<file path="config.mk">
export PLATFORM = sky130hd
export DESIGN_NAME = vector_lane_sequencer
export DESIGN_NICKNAME = d
export VERILOG_FILES = /design/src/rtl/vec_seq_pkg.sv /design/src/rtl/vector_lane_sequencer.sv
export SDC_FILE = /design/constraint.sdc
export NUM_CORES = 1
export LEC_CHECK = 0
export ABC_AREA = 1
export CORE_ASPECT_RATIO = 0.5
export CORE_MARGIN = 5
export CORE_UTILIZATION = 24
export CTS_BUF_LIST = sky130_fd_sc_hd__clkbuf_16
export DETAILED_ROUTE_END_ITERATION = 6
export PLACE_DENSITY = 0.51
export SLEW_MARGIN = 20
export SYNTH_ARGS = -nofsm -noshare
export SYNTH_HDL_FRONTEND = slang
export SYNTH_SLANG_ARGS = --single-unit
export TNS_END_PERCENT = 30
</file>
<file path="constraint.sdc">
create_clock -name clk -period 2.43 [get_ports clk]
set_input_delay 0.729 -clock clk [delete_from_list [all_inputs] [get_ports clk]]
set_output_delay 0.729 -clock clk [all_outputs]
set_load 0.05 [all_outputs]
</file>
<file path="src/rtl/vec_seq_pkg.sv">
// Shared state encoding and sizing helpers for the vector lane sequencer.
package vec_seq_pkg;

    localparam int VEC_DATA_W = 128;
    localparam int VEC_LANE_W = 32;
    localparam int VEC_CTRL_W = 3;

    typedef enum logic [1:0] {
        ST_IDLE  = 2'd0,
        ST_ISSUE = 2'd1,
        ST_DONE  = 2'd2
    } state_t;

    function automatic int lane_count(input int data_w, input int lane_w);
        return data_w / lane_w;
    endfunction

    // Keep the index at least one bit wide even for a single-lane build.
    function automatic int lane_idx_w(input int lanes);
        return (lanes > 1) ? $clog2(lanes) : 1;
    endfunction

endpackage

</file>
<file path="src/rtl/vector_lane_sequencer.sv">
// Issues a wide ALU operation one lane per cycle through a shared external lane ALU,
// stalling the pipeline until the assembled result and Zero flag are ready.
module vector_lane_sequencer
    import vec_seq_pkg::*;
#(
    parameter int DATA_W = VEC_DATA_W,
    parameter int LANE_W = VEC_LANE_W,
    parameter int CTRL_W = VEC_CTRL_W
) (
    input  logic              clk,
    input  logic              rst,
    input  logic              start_i,
    input  logic              vectorial_i,
    input  logic [CTRL_W-1:0] alu_ctrl_i,
    input  logic [DATA_W-1:0] src_a_i,
    input  logic [DATA_W-1:0] src_b_i,
    input  logic              flush_i,
    output logic [LANE_W-1:0] lane_a_o,
    output logic [LANE_W-1:0] lane_b_o,
    output logic [CTRL_W-1:0] lane_ctrl_o,
    output logic              lane_valid_o,
    input  logic [LANE_W-1:0] lane_result_i,
    input  logic              lane_zero_i,
    output logic              stall_o,
    output logic              done_o,
    output logic [DATA_W-1:0] result_o,
    output logic              zero_o
);

    localparam int LANES = lane_count(DATA_W, LANE_W);
    localparam int IDX_W = lane_idx_w(LANES);

    state_t            state_q, state_d;
    logic [IDX_W-1:0]  idx_q, idx_d;
    logic [DATA_W-1:0] src_a_q, src_a_d;
    logic [DATA_W-1:0] src_b_q, src_b_d;
    logic [DATA_W-1:0] result_q, result_d;
    logic [CTRL_W-1:0] ctrl_q, ctrl_d;
    logic              vec_q, vec_d;
    logic              zero_q, zero_d;
    logic              accept;
    logic              last_lane;

    always_comb begin
        state_d      = state_q;
        idx_d        = idx_q;
        src_a_d      = src_a_q;
        src_b_d      = src_b_q;
        result_d     = result_q;
        ctrl_d       = ctrl_q;
        vec_d        = vec_q;
        zero_d       = zero_q;
        lane_a_o     = '0;
        lane_b_o     = '0;
        lane_valid_o = 1'b0;
        stall_o      = 1'b0;
        done_o       = 1'b0;
        accept       = 1'b0;
        // A scalar op only ever visits lane 0, so it is always on its last lane.
        last_lane    = vec_q ? (idx_q == IDX_W'(LANES - 1)) : 1'b1;

        case (state_q)
            ST_IDLE: begin
                accept  = start_i & ~flush_i;
                stall_o = start_i & ~flush_i;
            end
            ST_ISSUE: begin
                lane_valid_o = 1'b1;
                stall_o      = 1'b1;
                lane_a_o     = src_a_q[int'(idx_q)*LANE_W +: LANE_W];
                lane_b_o     = src_b_q[int'(idx_q)*LANE_W +: LANE_W];
                if (flush_i) begin
                    state_d = ST_IDLE;
                end else begin
                    result_d[int'(idx_q)*LANE_W +: LANE_W] = lane_result_i;
                    zero_d = zero_q & lane_zero_i;
                    if (last_lane) begin
                        state_d = ST_DONE;
                    end else begin
                        idx_d = idx_q + IDX_W'(1);
                    end
                end
            end
            ST_DONE: begin
                done_o  = ~flush_i;
                stall_o = start_i;
                accept  = start_i & ~flush_i;
                state_d = ST_IDLE;
            end
            default: begin
                state_d = ST_IDLE;
            end
        endcase

        // Clearing the result keeps scalar upper lanes at zero; zero starts at the AND identity.
        if (accept) begin
            state_d  = ST_ISSUE;
            idx_d    = '0;
            src_a_d  = src_a_i;
            src_b_d  = src_b_i;
            ctrl_d   = alu_ctrl_i;
            vec_d    = vectorial_i;
            result_d = '0;
            zero_d   = 1'b1;
        end
    end

    always_ff @(posedge clk or negedge rst) begin
        if (!rst) begin
            state_q  <= ST_IDLE;
            idx_q    <= '0;
            src_a_q  <= '0;
            src_b_q  <= '0;
            result_q <= '0;
            ctrl_q   <= '0;
            vec_q    <= 1'b0;
            zero_q   <= 1'b0;
        end else begin
            state_q  <= state_d;
            idx_q    <= idx_d;
            src_a_q  <= src_a_d;
            src_b_q  <= src_b_d;
            result_q <= result_d;
            ctrl_q   <= ctrl_d;
            vec_q    <= vec_d;
            zero_q   <= zero_d;
        end
    end

    assign lane_ctrl_o = ctrl_q;
    assign result_o    = result_q;
    assign zero_o      = zero_q;

endmodule

</file>
==> results of run 1 <==
## state kept, by name (all words and copies together) (netlist names)
| name | cells |
|---|---|
| result_o | 128 |
| src_a_q | 128 |
| src_b_q | 128 |
| lane_ctrl_o | 3 |
| idx_q | 2 |
| state_q | 2 |
| vec_q | 1 |
| zero_o | 1 |
## power by group
group	total, mW	switching (mW)	internal [mW]
Sequential	8.22	0.645	7.57
Combinational	10.7	6.39	4.29
Clock	6.38	2.86	3.52
## per-stage QoR
stage	hold slack, ps	total power, mW	utilization, %	cell area, um^2
6_report	43.2	25.3	37.4	28300
5_1_grt	32.0	26.6	37.4	28300
4_1_cts	36.6	24.7	36.5	27600
3_5_place_dp	460	17.4	34.2	25900
3_3_place_gp	456	17.3	34.2	25900
2_1_floorplan	433	13.3	-	18700
## layout make-up
class                           instances  area [um^2]
Sequential cell                       393         9840
Fill cell                            7867        47400
Timing Repair Buffer                  616         7480
Inverter                               19          110
Tap cell                             1022         1280
Clock inverter                         32          219
Antenna cell                            3         7.51
Clock buffer                           43         1080
Multi-Input combinational cell       1914         8280
## routing by layer
metal,GRT usage [%],part of all wire (%)
met5,0,0.018
met4,4.66,2.8
met1,21.5,40
met3,2.43,3.1
met2,34.6,54
## layout by cell type, fill, tap and decap left out, drive strengths merged
master | Yosys | final
nand2 | 1216 | 1216
dfrtp | 393 | 393
nor2 | 393 | 393
clkdlybuf4s50 | 0 | 295
buf | 120 | 217
o21ai | 132 | 132
dlygate4sd2 | 0 | 68
nand3 | 67 | 67
a21oi | 67 | 67
clkbuf | 50 | 53
nand4 | 32 | 32
inv | 18 | 28
dlymetal6s2s | 0 | 26
clkinv | 1 | 18
ha | 6 | 6
diode | 0 | 3
bufinv | 0 | 3
clkinvlp | 0 | 2
nor3 | 1 | 1
## logic make-up after synthesis
kind of cell             Yosys count  synth area share, %
AND/OR/NAND/NOR                 1709                 35.9
flip-flops                       393                 53.3
AO/OA/AOI/OAI                    199                 5.39
buffers and inverters            189                 5.04
adder cells (fa/ha/maj)            6                0.407
## path summary, 6_finish.rpt
check,to,cells past startpoint,slack [ps],from
min in group clk,result_o[73]$_DFFE_PN0P_,2,470,result_o[73]$_DFFE_PN0P_
min reg2reg,result_o[73]$_DFFE_PN0P_,2,470,result_o[73]$_DFFE_PN0P_
max reg2reg,result_o[104]$_DFFE_PN0P_,10,310,idx_q[0]$_DFFE_PN0P_
max,lane_b_o[21],8,-380,idx_q[0]$_DFFE_PN0P_
min,src_b_q[67]$_DFFE_PN0N_,1,40,rst
max in group asynchronous,result_o[36]$_DFFE_PN0P_,2,1610,rst
## timing repair
| action | 4_1_cts | 5_1_grt |
|---|---|---|
| gates cloned | 8 | 12 |
| resized for setup | 174 | 176 |
| buffers inserted | 12 | 5 |
| endpoints found under the setup margin | 160 | 92 |
| pin swaps | 36 | 54 |
==> out/metrics.cfg, run 1 <==
[status]
status=finished with violations
violations=negative setup slack

[yosys]
synth_commonest_cells=1215 x nand2_1, 393 x dfrtp_1, 389 x nor2_1
synthFlopType=dfrtp_1
synth.most_common_cell=nand2_1
synth_top_area_share_pct=53.3
synth-async-reset-ratio_pct=100
synth-warning-count=0
syn_nets=2799
synthDistinctLibCells=19
ys_ff_latch=393
synth_area_mm2=0.0185
synth_edf_count=0
yosysSeqAreaShare_pct=53.3
syn_avg_cell_area_um2=7.40
postSynthCellCount=2496
synth_area_leaders=dfrtp_1 53%, nand2_1 25%, nor2_1 7.9%
synth_top_cell_by_area=dfrtp_1

[clock_tree]
numClockSinks=393
clockBufferDepth=3
clockRootBuffer=clkbuf_16
cts_max_level=2
ctsHoldBuffers=0
worstSkewPairLatency_ps=560
clk_pin_slew_worst_paths_ps=60
tritoncts=yes
cts_buffers=42

[critical_path]
path_cells=buf_12 -> buf_12 -> clkbuf_16 -> nor2_1 -> nor2_1 -> o21ai_1 -> a21oi_2 -> buf_12
slowest_stage=dfrtp_4
critPathMaxFanout=10
end_kind=output pin
cp.required_ps=1700
crit_type=flip-flop to output pin
cpLargestDelayFamily=buffers and inverters
critPathMaxStageDelay_ps=530
worst_setup_path_start_kind=flip-flop
path_common_cell=buf_12
arrival_ps=2080
critPathBufInv=4

[timing]
fmax_ghz=0.356
slew_violations=0
setup_tns_ps=-20310
slew_headroom_pct=51.1
setup_viol=65
fin_worst_skew_ps=20.6
tightestPinTransition_ps=733
period_needed_ps=2810
setup_ws_ps=-375
finalCritPeriodShare_pct=115
final_hold_viol_count=0
rsz0062_at_grt=yes

[floorplanning]
die_x_um=402
start_util_pct=24.4
io_pins=496
row_count=71
die_h_um=206
design.core.area_mm2=0.0757
dieArea_mm2=0.0829

[grt]
groute.usage.overall_pct=18.1
grt_pass1_vias=17800
grt_pass1_wl_mm=116
antenna_found_initial=5
grt.overflow.total=0
grt_max_degree=67

[final_layout]
nNetsFinal=3289
drive_gt1_share_pct=14.6
fin_cells=4042
syn2layout_area_growth_pct=53.2

[min_path]
hp-class=primary input to async pin

[routing]
vias_per_cell=4.44
postRouteAntennaNets=0
drcViolationCount=0
drtPass1Iterations=5
wl_per_cell_um=19.7
dr_total_vias=17900
initialDrtViolationCount=1271
wl_mm=79.5

[power_and_ir_drop]
powerDensity_mw_per_mm2=894
ir_drop_mv=0.476
p_leak_nw=14.2

[placed_design]
portBuffers=495
placedCellCount=3931
place_congestion=0.841
place_hpwl_mm=54.5
place_ws_ps=-131

[run]
maxCapViolCount=0

(Power assumes the default switching activity.)
==> run 2, diff against run 1 <==
- SKIP_LAST_GASP: unset -> 1
==> run 2 against run 1 <==
  * The run still ends with negative setup slack left
  * Die area is the same
  * Clock-buffer cell count unchanged
  * Register-to-register slack got worse by 80 ps
  * Critical path depth down 1
  * Combinational power about the same
  * Highest routed layer unchanged
==> out/metrics.cfg, run 2 (synthesis gave the netlist of run 1 again) <==
[critical_path]
end_kind=output pin
critPathMaxFanout=8
cp.required_ps=1700
r2r_slack_ps=230
critPathBufInv=5
critPathMaxStageDelay_ps=530
slowest_stage=dfrtp_4
crit_type=flip-flop to output pin
path_cells=buf_12 -> clkinv_16 -> buf_12 -> clkbuf_16 -> o21ai_0 -> a21oi_2 -> buf_12
path_common_cell=buf_12
cpLargestDelayFamily=buffers and inverters
arrival_ps=2070
worst_setup_path_start_kind=flip-flop

[clock_tree]
clk_pin_slew_worst_paths_ps=60
clockBufferDepth=3
clockRootBuffer=clkbuf_16
worstSkewPairLatency_ps=560
numClockSinks=393
tritoncts=yes
cts_buffers=42
cts_max_level=2

[grt]
grt.overflow.total=0
grt_pass1_vias=17700
antenna_found_initial=5
groute.usage.overall_pct=18.1
grt_max_degree=67
grt_pass1_wl_mm=115

[power_and_ir_drop]
seqPwrFrac_pct=32.4
p_leak_nw=13.5
ir_drop_mv=0.481
combPwrFrac_pct=42.5
pwr-share-clk_pct=25.1
switching_share_pct=39.1
powerDensity_mw_per_mm2=895
p_sw_mw=9.93
p_int_mw=15.5
report.power.total_mw=25.4

[floorplanning]
start_util_pct=24.4
die_x_um=402
io_pins=496
die_h_um=206
design.core.area_mm2=0.0757
row_count=71
dieArea_mm2=0.0829

[timing]
tightestPinTransition_ps=742
rsz0062_at_grt=yes
final_hold_viol_count=0
fin_worst_skew_ps=20.6
period_needed_ps=2800
finalCritPeriodShare_pct=115
setup_viol=154
fmax_ghz=0.357
slew_violations=0
slew_headroom_pct=50.5
whs_ps=47.9
setup_ws_ps=-371

[routing]
vias_per_cell=4.42
postRouteAntennaNets=0
wl_per_cell_um=19.7
dr_total_vias=17900
wl_mm=79.6
drcViolationCount=0
drtPass1Iterations=5
initialDrtViolationCount=1240

[final_layout]
fin_cells=4044
drive_gt1_share_pct=14.4
final_cell_mix=1215 x nand2_1, 390 x dfrtp_1, 389 x clkdlybuf4s50_1, 351 x nor2_1, 118 x buf_12
nNetsFinal=3291
syn2layout_area_growth_pct=53.8
final_common_cell=nand2_1
nFillCells=7826
finish.utilization_pct=37.5

[placed_design]
place_hpwl_mm=54.5
place_congestion=0.841
portBuffers=495
placedCellCount=3931

[status]
violations=negative setup slack
status=finished with violations

[run]
maxCapViolCount=0

[min_path]
hp-class=primary input to async pin

-- run 2: cell count changes in the layout (fill, tap and decap cells not counted), sizes merged --
cell	before	now
buf	217	219
dlygate4sd2	68	0
clkdlybuf4s50	295	389
dlymetal6s2s	26	0
-- run 2: path summary, 6_finish.rpt --
path                                            end  cells after the start                     start
min in group clk           src_b_q[122]$_DFFE_PN0N_                      2  src_b_q[122]$_DFFE_PN0N_
min reg2reg                src_b_q[122]$_DFFE_PN0N_                      2  src_b_q[122]$_DFFE_PN0N_
max                                     lane_b_o[9]                      7      idx_q[0]$_DFFE_PN0P_
min                         src_b_q[67]$_DFFE_PN0N_                      1                       rst
max in group asynchronous  result_o[47]$_DFFE_PN0P_                      2                       rst
max reg2reg                result_o[61]$_DFFE_PN0P_                      9      idx_q[0]$_DFFE_PN0P_
-- run 2: through the flow --
stage                     TNS [ps]  worst slack [ps]  instance area [um^2]
after detailed placement     -7720              -131                 25900
final                       -24760              -371                 28400
after CTS                   -33800              -447                 27700
after global placement      -18570              -202                 25900
after floorplan              -61.9             -61.9                 18700
after global routing        -35420              -467                 28400
-- run 2: final cells by class --
type                    count  area (um^2)  area share [%]
diodes                      3         7.51          0.0264
clock buffers              43         1080            3.79
clock inverters            32          219           0.771
inverters                  19          110           0.388
multi-input cells        1914         8340            29.4
flip-flops and latches    393         9840            34.7
well taps                1022         1280            4.50
repair buffers            618         7520            26.5
-- run 2: routing by layer --
metal	vias up	global-route usage, %	routed length (um)
li1	8725	-	-
met3	103	2.40	2500
met2	315	34.7	43200
met4	4	4.38	2070
met1	8708	21.5	31800
met5	-	0	14
-- run 2: power groups by stage --
stage	Clock [mW]	Sequential, mW	Combinational (mW)
3_5_place_dp	0	8.24	9.12
6_report	6.38	8.22	10.8
3_3_place_gp	0	8.23	9.10
4_1_cts	6.55	8.15	9.97
5_1_grt	6.85	8.33	11.6
2_1_floorplan	0	8.93	4.42
-- run 2: what timing repair did --
| action | CTS | global route |
|---|---|---|
| setup endpoints to repair | 160 | 160 |
| pin swaps | 36 | 68 |
| hold buffers | 0 | 0 |
| cloned | 8 | 12 |
| buffers inserted | 12 | 7 |
| gates resized for setup | 59 | 171 |
